--- src/rtl/bla_subtractor_8bit_pipe.sv ---
// Two-stage pipelined 8-bit borrow-lookahead subtractor.
// diff = ain - bin - brw_in (mod 256), with borrow-out and a zero flag.
// Stage 1 resolves bits [SPLIT-1:0] and the borrow into bit SPLIT.
// Stage 2 resolves bits [7:SPLIT] from the registered borrow.
// Legal SPLIT range is 1..7.
module bla_subtractor_8bit_pipe #(
  parameter int unsigned SPLIT = 4
) (
  input  logic       clk,
  input  logic       rst_n,
  input  logic       in_valid,
  output logic       in_ready,
  input  logic [7:0] ain,
  input  logic [7:0] bin,
  input  logic       brw_in,
  output logic       out_valid,
  input  logic       out_ready,
  output logic [7:0] diff,
  output logic       brw_out,
  output logic       zero
);

  localparam int unsigned W  = 8;
  localparam int unsigned LW = SPLIT;
  localparam int unsigned HW = W - SPLIT;

  // Stage 1 state
  logic          s1_valid;
  logic [LW-1:0] s1_dlo;
  logic          s1_brw;
  logic [HW-1:0] s1_ahi;
  logic [HW-1:0] s1_bhi;

  // Stage 2 state (the registered outputs)
  logic          s2_valid;

  // Handshake qualifiers
  logic          in_fire;
  logic          s2_adv;

  // Low-half lookahead terms
  logic [LW-1:0] lo_p;
  logic [LW-1:0] lo_g;
  logic [LW:0]   lo_b;
  logic [LW-1:0] lo_diff;

  // High-half lookahead terms
  logic [HW-1:0] hi_p;
  logic [HW-1:0] hi_g;
  logic [HW:0]   hi_b;
  logic [HW-1:0] hi_diff;
  logic [W-1:0]  full_diff;

  // Stage 2 may take a beat when it is empty or its beat is leaving.
  assign s2_adv    = s1_valid & (~s2_valid | out_ready);
  assign in_ready  = ~s1_valid | s2_adv;
  assign in_fire   = in_valid & in_ready;
  assign out_valid = s2_valid;

  // Low-half borrow chain seeded by brw_in.
  always_comb begin
    lo_p    = ~(ain[LW-1:0] ^ bin[LW-1:0]);
    lo_g    = ~ain[LW-1:0] & bin[LW-1:0];
    lo_b    = '0;
    lo_diff = '0;
    lo_b[0] = brw_in;
    for (int i = 0; i < int'(LW); i++) begin
      lo_diff[i] = ain[i] ^ bin[i] ^ lo_b[i];
      lo_b[i+1]  = lo_g[i] | (lo_p[i] & lo_b[i]);
    end
  end

  // High-half borrow chain seeded by the registered cross-split borrow.
  always_comb begin
    hi_p    = ~(s1_ahi ^ s1_bhi);
    hi_g    = ~s1_ahi & s1_bhi;
    hi_b    = '0;
    hi_diff = '0;
    hi_b[0] = s1_brw;
    for (int i = 0; i < int'(HW); i++) begin
      hi_diff[i] = s1_ahi[i] ^ s1_bhi[i] ^ hi_b[i];
      hi_b[i+1]  = hi_g[i] | (hi_p[i] & hi_b[i]);
    end
    full_diff = {hi_diff, s1_dlo};
  end

  // Stage 1 register: low result, cross-split borrow, raw high operands.
  always_ff @(posedge clk or negedge rst_n) begin
    if (!rst_n) begin
      s1_valid <= 1'b0;
      s1_dlo   <= '0;
      s1_brw   <= 1'b0;
      s1_ahi   <= '0;
      s1_bhi   <= '0;
    end else begin
      if (in_fire) begin
        s1_valid <= 1'b1;
        s1_dlo   <= lo_diff;
        s1_brw   <= lo_b[LW];
        s1_ahi   <= ain[W-1:LW];
        s1_bhi   <= bin[W-1:LW];
      end else if (s2_adv) begin
        s1_valid <= 1'b0;
      end
    end
  end

  // Stage 2 register: full difference, borrow-out and zero flag, held while stalled.
  always_ff @(posedge clk or negedge rst_n) begin
    if (!rst_n) begin
      s2_valid <= 1'b0;
      diff     <= '0;
      brw_out  <= 1'b0;
      zero     <= 1'b0;
    end else begin
      if (s2_adv) begin
        s2_valid <= 1'b1;
        diff     <= full_diff;
        brw_out  <= hi_b[HW];
        zero     <= (full_diff == '0);
      end else if (out_ready) begin
        s2_valid <= 1'b0;
      end
    end
  end

endmodule

--- config.mk ---
export PLATFORM = sky130hd
export DESIGN_NAME = bla_subtractor_8bit_pipe
export DESIGN_NICKNAME = d
export VERILOG_FILES = /design/src/rtl/bla_subtractor_8bit_pipe.sv
export SDC_FILE = /design/constraint.sdc
export NUM_CORES = 1
export LEC_CHECK = 0
export ABC_CLOCK_PERIOD_IN_PS = 5700
export BUFFER_PORTS_ARGS = -buffer_cell sky130_fd_sc_hd__buf_2
export CAP_MARGIN = 20
export CORE_ASPECT_RATIO = 0.6
export CORE_MARGIN = 5
export CORE_UTILIZATION = 40
export CTS_BUF_LIST = sky130_fd_sc_hd__clkbuf_16
export CTS_CLUSTER_SIZE = 24
export DETAILED_ROUTE_END_ITERATION = 12
export HOLD_SLACK_MARGIN = 0.03
export PLACE_DENSITY = 0.7
export SLEW_MARGIN = 25
export SYNTH_ARGS = -nofsm -noshare
export SYNTH_HDL_FRONTEND = slang
export SYNTH_SLANG_ARGS = --single-unit
--- constraint.sdc ---
create_clock -name clk -period 5.7 [get_ports clk]
set_clock_uncertainty 0.1 [all_clocks]
set_input_delay 0.855 -clock clk [delete_from_list [all_inputs] [get_ports clk]]
set_output_delay 0.855 -clock clk [all_outputs]
set_load 0.01 [all_outputs]
==> After elaboration in Yosys (flattened, before gate mapping) <==
Index checks and enable logic that the tools add are counted.
{ "word_totals": {"ff_bits": 25, "elab_cells": 62, "in_bits": 21, "output_inout_bits": 12} }
{ "classes": {"reduce_logical": 3, "bitwise_logic": 46, "muxes": 4} }
{ "ops": {"columns": ["operator", "count"], "rows": [
  ["NOT 4 bit", 4],
  ["XOR 1 bit", 16],
  ["AND 1 bit", 10],
  ["bitwise OR 1 bit", 10],
  ["AND 4 bit", 2],
  ["logical NOT 8 bit", 1],
  ["XOR 4 bit", 2],
  ["2-to-1 mux 1 bit", 4],
  ["nonzero test 2 bit", 2],
  ["NOT 1 bit", 2]
]} }

==> Depth between registers and ports, before layout <==
Gate-level depths: netlist (run 1).
{ "logic_depth": {"ltp_word": 10, "depth_mapped": 10, "ltp_nobuf": 10} }

==> Worst setup path before layout (run 1) <==
Ideal clock, no wire load.
{ "synth_path": {"path_type": "in2reg", "from": "input bin[0]", "to": "register s1_dlo[3]", "arrival_time_ns": 2.539, "n_path_buf": 0, "path_slack_ns": 2.936, "stages": 8, "setup_ns": 0.125, "cell_sequence": "inv_1 > fa_1 > inv_1 > fa_1 > fa_1 > inv_1 > fa_1 > mux2_2"} }
{ "synth_between": {"elab_chain_len": 9} }
{ "synth_rtl": {"columns": ["item", "line_no", "source"], "rows": [
  ["from (decl)", "14", "input logic [7:0] bin,"],
  ["XOR 4 bit", "62", "lo_p = ~(ain[LW-1:0] ^ bin[LW-1:0]);"],
  ["NOT 4 bit", "62", null],
  ["AND 1 bit", "69", "lo_b[i+1] = lo_g[i] | (lo_p[i] & lo_b[i]);"],
  ["bitwise OR 1 bit (*)", "69", null],
  ["AND 1 bit (*)", "69", null],
  ["bitwise OR 1 bit (*)", "69", null],
  ["AND 1 bit (*)", "69", null],
  ["bitwise OR 1 bit (*)", "69", null],
  ["XOR 1 bit (*)", "68", "lo_diff[i] = ain[i] ^ bin[i] ^ lo_b[i];"],
  ["net lo_diff[3]", "45", "logic [LW-1:0] lo_diff;"],
  ["to (signal assigned)", "98", "s1_dlo <= lo_diff;"],
  ["to (decl)", "29", "logic [LW-1:0] s1_dlo;"]
]} }
Mark *: on every way through the listed nets, which the timed path passes. The rest lies on a longest branch.
A chain may end at the register's enable or synchronous reset.

==> Worst setup path in the final report (run 1) <==
{ "layout_path": {"from": "register s1_brw", "to": "register zero"} }
{ "layout_between": {"elab_chain_len": 8} }
{ "layout_rtl": {"columns": ["item", "line_no", "source"], "rows": [
  ["from (decl)", "30", "logic s1_brw;"],
  ["from (signal assigned)", "99", "s1_brw <= lo_b[LW];"],
  ["AND 1 bit", "82", "hi_b[i+1] = hi_g[i] | (hi_p[i] & hi_b[i]);"],
  ["bitwise OR 1 bit", "82", null],
  ["AND 1 bit", "82", null],
  ["bitwise OR 1 bit", "82", null],
  ["AND 1 bit", "82", null],
  ["bitwise OR 1 bit", "82", null],
  ["XOR 1 bit", "81", "hi_diff[i] = s1_ahi[i] ^ s1_bhi[i] ^ hi_b[i];"],
  ["net full_diff[7]", "52", "logic [W-1:0] full_diff;"],
  ["logical NOT 8 bit", "120", "zero <= (full_diff == '0);"],
  ["to (signal assigned)", "120", null],
  ["to (decl)", "20", "output logic zero"]
]} }
The timed path passes the listed nets, and every way through them passes these cells.

==> results of run 1 <==
## worst max-delay path: cells and delay by family, from the launching register on
kind | cells | cell delay (ps)
mux | 1 | 180
flops | 1 | 360
buf+inv | 3 | 220
fa+ha+maj | 4 | 1330
simple gates | 2 | 700
## where the power goes
part	total (mW)	switching, mW	internal (mW)
clock network	0.151	0.0575	0.0936
registers	0.251	0.0262	0.225
logic	0.153	0.0752	0.0776
total	0.555	0.159	0.396
## layer usage
| layer | vias up | GRT usage | routed length (µm) |
|---|---|---|---|
| met1 | 338 | 0.1271 | 903 |
| met3 | 0 | 0.05190 | 157 |
| met4 | 0 | 0.008427 | 0 |
| li1 | 336 | - | - |
| met5 | - | 0 | 0 |
| met2 | 21 | 0.1717 | 943 |
## area by class of cell
type                            instances  area [µm²]
Clock buffer                            3       75.07
Clock inverter                          1       3.754
Fill cell                             264        1380
Inverter                               19       71.32
Multi-Input combinational cell         40       465.4
Sequential cell                        25       625.6
Tap cell                               42       52.55
Timing Repair Buffer                   32       160.2
## metrics by stage
stage	setup WS, ps	std cells
after floorplan	2936	85
after CTS	2711	162
final	2729	162
after global routing	2558	162
after global placement	2810	158
after detailed placement	2733	158
## worst max path at each step
stage	from	end	slack [ps]	depth (start not counted)
global placement	bin[0]	s1_dlo[3]	2810	9
CTS	s1_brw	zero	2710	10
finish	s1_brw	zero	2730	10
floorplan	bin[0]	s1_dlo[3]	2940	8
detailed placement	s1_brw	zero	2730	10
global route	s1_brw	zero	2560	10
## placed cells by master (no fill, tap or decap)
cell type,instances
mux2i_1,6
nand2_2,1
nand2b_1,3
fa_1,8
mux2_1,1
inv_1,20
nand2_1,2
nor4_1,1
buf_2,32
nand3b_1,1
dfrtp_1,25
or4_1,1
clkbuf_16,3
mux2_2,16
## logic make-up (layout without fill, tap and decap cells)
| logic type | count (synthesis) | count (layout) | share of synthesized area |
|---|---|---|---|
| fa+ha+maj | 8 | 8 | 0.1369 |
| flops | 25 | 25 | 0.5348 |
| mux | 23 | 23 | 0.2150 |
| simple gates | 9 | 9 | 0.04601 |
| buf+inv | 20 | 55 | 0.06738 |
## registers in the layout, summed over array words and instances, names as in the netlist
signal / cells
s1_dlo: 4
s1_brw: 1
s1_ahi: 4
s1_valid: 1
s1_bhi: 4
out_valid: 1
zero: 1
brw_out: 1
diff: 8
==> impl_metrics.py, run 1 <==
metrics = {
    "sta": {
        "hold_slack_ps": 399.1,
        "final_hold_viol_count": 0,
        "totalNegativeSetupSlack_ps": 0,
        "fmax_ghz": 0.3365,
        "drv_slew": 0,
        "post-route-min-period_ps": 2971,
        "number_of_endpoints_failing_setup_at_the_final_stage": 0,
        "rsz0062_at_grt": "no",
        "slew_headroom": 0.5947,
        "final.period_utilization": 0.5213,
        "slew_of_the_pin_with_the_lowest_slew_margin_ps": 606.5,
    },
    "final_layout": {
        "post-route-util": 0.5130,
        "count_of_nets_after_finishing": 150,
        "num_antenna_cells": 0,
        "finish.instance_area_um2": 1454,
        "drive_above_1_share": 0.4333,
        "syn2layout_area_growth_pct": 24.28,
    },
    "setup_path": {
        "critPathCaptureType": "register",
        "path_common_cell": "fa_1",
        "r2r.worst_path.cells": 10,
        "maximum_fanout_along_the_worst_path": 2,
        "critPathKind": "register to register",
        "crit_path_cells": "inv_1 > fa_1 > inv_1 > fa_1 > fa_1 > inv_1 > fa_1 > or4_1 > nor4_1 > mux2_1",
        "startpoint_type": "register",
        "crit-reg2reg-capture": "zero",
        "critical-path-slowest-cell": "fa_1",
        "worst_ep_required_time_ps": 5790,
        "reg2reg_from": "s1_brw",
        "critPathMaxStageDelay_ps": 420,
        "critical_path_arrival_ps": 3060,
        "worst-r2r-setup-slack_ps": 2730,
    },
    "place": {
        "postPlaceCellArea_um2": 1375,
        "port_buffers": 32,
        "dpl.hpwl_um": 1604,
        "gp_routability_congestion": 0.6604,
    },
    "grt": {
        "number_of_antenna_violations_at_the_first_check_in_global_routing": 0,
        "vias_in_the_first_global_route": 711,
        "grt_overflow": 0,
        "maximum_number_of_pins_on_one_net_before_global_route_repair": 26,
        "grt_pass1_wl_um": 3236,
        "grt_use_total": 0.1034,
    },
    "cts": {
        "tritoncts.num_buffers": 3,
        "hold_buffers": 0,
        "post_cts_buffers": 0,
        "tritoncts_clock_tree": "done",
        "clk_root_buffer_cell": "clkbuf_16",
        "clk_path_buf_depth": 2,
        "clk_latency_ps": 250,
        "h_tree_lvl_count": 1,
        "cts_num_sinks": 25,
        "cts.reportedPaths.clkPinSlew_ps": 60,
        "post_cts_resize_count": 0,
    },
    "worst_hold_path": {
        "hold_start": "diff[0]",
        "timing.hold.worst_path_depth": 1,
        "whs_endpoint": "diff[0]",
        "worst_hold_path_type": "register to register",
    },
    "synthesis": {
        "synth_async_sr_flop_share": 1.000,
        "netlist_top_cells_count": "dfrtp_1 (25), inv_1 (19), mux2_2 (16), fa_1 (8), mux2i_1 (6)",
        "netlist.top_cell.by_area": "dfrtp_1",
        "synth-seq-area-share": 0.5348,
        "syn-num-nets": 114,
        "dominantRegCellSynth": "dfrtp_1",
        "netlist-cell-type-count": 13,
        "netlist_top_cells_area": "dfrtp_1 (53%), mux2_2 (15%), fa_1 (14%)",
        "proportion_of_netlist_area_held_by_the_largest_area_contributor": 0.5348,
        "synth-edff-count": 0,
        "synth_area_um2": 1170,
        "ys_seq_elements": 25,
        "yosysMostFrequentCell": "dfrtp_1",
        "mapped_avg_cell_area_um2": 13.76,
        "yosysWarnings": 0,
        "synth_cells": 85,
    },
    "floorplanning": {
        "core_area_um2": 2834,
        "die_area_um2": 4142,
        "floorplan.rows": 15,
        "die_width_um": 79.82,
        "die_h_um": 51.89,
        "io_pins": 33,
        "initial_utilization": 0.4128,
    },
    "pwr": {
        "power_density_nw_per_um2": 381.9,
        "totalPowerFinal_mw": 0.5552,
        "vdd.ir_drop.worst_v": 0.0001835,
        "cellLeakagePower_nw": 0.7517,
    },
    "routing": {
        "remaining_drc_errors": 0,
        "drt_first_pass_iters": 4,
        "drtIter0Drc": 15,
        "wl_per_cell_um": 12.37,
        "vias_per_cell": 4.290,
        "routed_wl_um": 2004,
        "vias": 695,
        "ant_nets": 0,
    },
    "run_status": {
        "run_status": "finished, final reports clean",
    },
    "job": {
        "maxCapViolations": 0,
    },
}
(Power assumes the default switching activity.)
==> inputs of run 2 (changes only) <==
--- a/config.mk
+++ b/config.mk
@@ -5,7 +5,7 @@
 export SDC_FILE = /design/constraint.sdc
 export NUM_CORES = 1
 export LEC_CHECK = 0
-export ABC_CLOCK_PERIOD_IN_PS = 5700
+export ABC_CLOCK_PERIOD_IN_PS = 3040
 export BUFFER_PORTS_ARGS = -buffer_cell sky130_fd_sc_hd__buf_2
 export CAP_MARGIN = 20
 export CORE_ASPECT_RATIO = 0.6
==> constraint.sdc (replaced) <==
create_clock -name clk -period 3.04 [get_ports clk]
set_clock_uncertainty 0.1 [all_clocks]
set_input_delay 0.456 -clock clk [delete_from_list [all_inputs] [get_ports clk]]
set_output_delay 0.456 -clock clk [all_outputs]
set_load 0.01 [all_outputs]
==> run 2 against run 1 <==
Effect of this change: wire length increased by 1.8%; largest cell class unchanged; combinational power increased by 89%; sequential power increased by 88%; non-clock buffer count unchanged; first-iteration DRC count decreased by 13%; utilization increased by 0.26 points; critical path type unchanged.
==> impl_metrics.py, run 2 (synthesis results as in run 1) <==
metrics = {
    "setup_path": {
        "r2r.worst_path.cells": 10,
        "worst-r2r-setup-slack_ps": 150,
        "worst_ep_required_time_ps": 3140,
        "critical_path_arrival_ps": 3000,
        "critPathCaptureType": "register",
        "maximum_fanout_along_the_worst_path": 2,
        "crit-reg2reg-capture": "zero",
        "cp-startpoint": "s1_brw",
        "startpoint_type": "register",
        "critPathKind": "register to register",
        "crit_end": "zero",
        "reg2reg_from": "s1_brw",
    },
    "sta": {
        "slew_of_the_pin_with_the_lowest_slew_margin_ps": 622.3,
        "final.period_utilization": 0.9515,
        "totalNegativeSetupSlack_ps": 0,
        "final_hold_viol_count": 0,
        "fmax_ghz": 0.3457,
        "slew_headroom": 0.5841,
        "post-route-min-period_ps": 2893,
        "drv_slew": 0,
        "hold_slack_ps": 77.00,
        "number_of_endpoints_failing_setup_at_the_final_stage": 0,
    },
    "cts": {
        "tritoncts_clock_tree": "done",
        "clk_latency_ps": 260,
        "clk_path_buf_depth": 2,
        "hold_buffers": 0,
        "cts_num_sinks": 25,
        "tritoncts.num_buffers": 3,
        "cts.reportedPaths.clkPinSlew_ps": 60,
        "h_tree_lvl_count": 1,
        "clk_root_buffer_cell": "clkbuf_16",
    },
    "pwr": {
        "totalPowerFinal_mw": 1.051,
        "power_density_nw_per_um2": 719.0,
        "vdd.ir_drop.worst_v": 0.0003585,
        "cellLeakagePower_nw": 0.7505,
    },
    "routing": {
        "routed_wl_um": 2041,
        "remaining_drc_errors": 0,
        "drtIter0Drc": 13,
        "wl_per_cell_um": 12.60,
        "drt_first_pass_iters": 4,
        "ant_nets": 0,
        "vias": 705,
        "vias_per_cell": 4.352,
    },
    "place": {
        "dpl.hpwl_um": 1619,
        "gp_routability_congestion": 0.6731,
        "total_placed_cells_including_tap_cells": 158,
        "port_buffers": 32,
    },
    "run_status": {
        "run_status": "finished, final reports clean",
    },
    "final_layout": {
        "mostFrequentLayoutCells": "buf_2 (32), dfrtp_1 (25), inv_1 (19)",
        "syn2layout_area_growth_pct": 24.92,
        "post-route-util": 0.5157,
        "count_of_nets_after_finishing": 150,
        "num_antenna_cells": 0,
        "drive_above_1_share": 0.4500,
        "largest_reg_flops": 8,
        "most_flops_register": "diff",
        "layout_commonest_cell": "buf_2",
        "stdcell_count": 162,
    },
    "worst_hold_path": {
        "worst_hold_path_type": "primary input to asynchronous set/reset pin",
    },
    "floorplanning": {
        "initial_utilization": 0.4128,
        "die_area_um2": 4142,
        "die_width_um": 79.82,
        "die_h_um": 51.89,
        "floorplan.rows": 15,
        "core_area_um2": 2834,
        "io_pins": 33,
    },
    "grt": {
        "maximum_number_of_pins_on_one_net_before_global_route_repair": 26,
        "vias_in_the_first_global_route": 774,
        "grt_use_total": 0.1109,
        "grt_pass1_wl_um": 3456,
        "number_of_antenna_violations_at_the_first_check_in_global_routing": 0,
        "grt_overflow": 0,
    },
    "job": {
        "maxCapViolations": 0,
    },
}
run 2: cell count changes in the layout (fill, tap and decap cells not counted):
cell	change
clkinv_2	+1
inv_1	-1
nor4_1	-1
nor4_2	+1
run 2: repair_timing:
| action | in CTS | in global routing |
|---|---|---|
| gates resized for setup | 0 | 1 |
| setup buffers | 0 | 0 |
| endpoints found under the setup margin | 0 | 1 |
run 2: routing by layer:
layer	share of wire	wire (µm)	GRT usage	vias to the layer above
met3	0.085	173	0.05017	2
met2	0.48	984	0.1731	22
met4	0.0078	16	0.02809	0
met1	0.42	867	0.1411	341
met5	0	0	0	-
li1	-	-	-	340
run 2: area by class of cell:
| cell class | count | area (µm²) |
|---|---|---|
| Fill cell | 256 | 1373 |
| Timing Repair Buffer | 32 | 160.2 |
| Inverter | 19 | 71.32 |
| Clock buffer | 3 | 75.07 |
| Multi-Input combinational cell | 40 | 471.7 |
| Tap cell | 42 | 52.55 |
| Clock inverter | 1 | 5.005 |
| Sequential cell | 25 | 625.6 |
run 2: report_power, final:
group / total, mW / switching (mW) / internal, mW
clock network: 0.290 / 0.112 / 0.177
registers: 0.472 / 0.0504 / 0.422
logic: 0.289 / 0.143 / 0.146
total: 1.05 / 0.306 / 0.745
run 2: per-stage QoR:
| stage | setup WS, ps | instance area, µm² |
|---|---|---|
| after CTS | 155.1 | 1455 |
| after floorplan | 325.3 | 1170 |
| after global routing | -17.34 | 1461 |
| after global placement | 254.4 | 1375 |
| after detailed placement | 165.5 | 1375 |
| final | 147.4 | 1461 |
run 2: critical path, cell delays in order, from the launching register on:
cell and delay [ps]:
dfrtp_1 360, inv_1 90, fa_1 180, inv_1 50
fa_1 370, fa_1 380, inv_1 80, fa_1 410
or4_1 440, nor4_2 230, mux2_1 160
run 2: worst min-delay path by stage:
stage | startpoint | to | slack [ps] | cells past startpoint
after floorplan | rst_n | brw_out | 60 | 0
after global placement | rst_n | diff[5] | 360 | 1
after detailed placement | rst_n | out_valid | 380 | 1
after CTS | rst_n | out_valid | 100 | 1
after global routing | rst_n | out_valid | 130 | 1
final | rst_n | diff[5] | 80 | 1
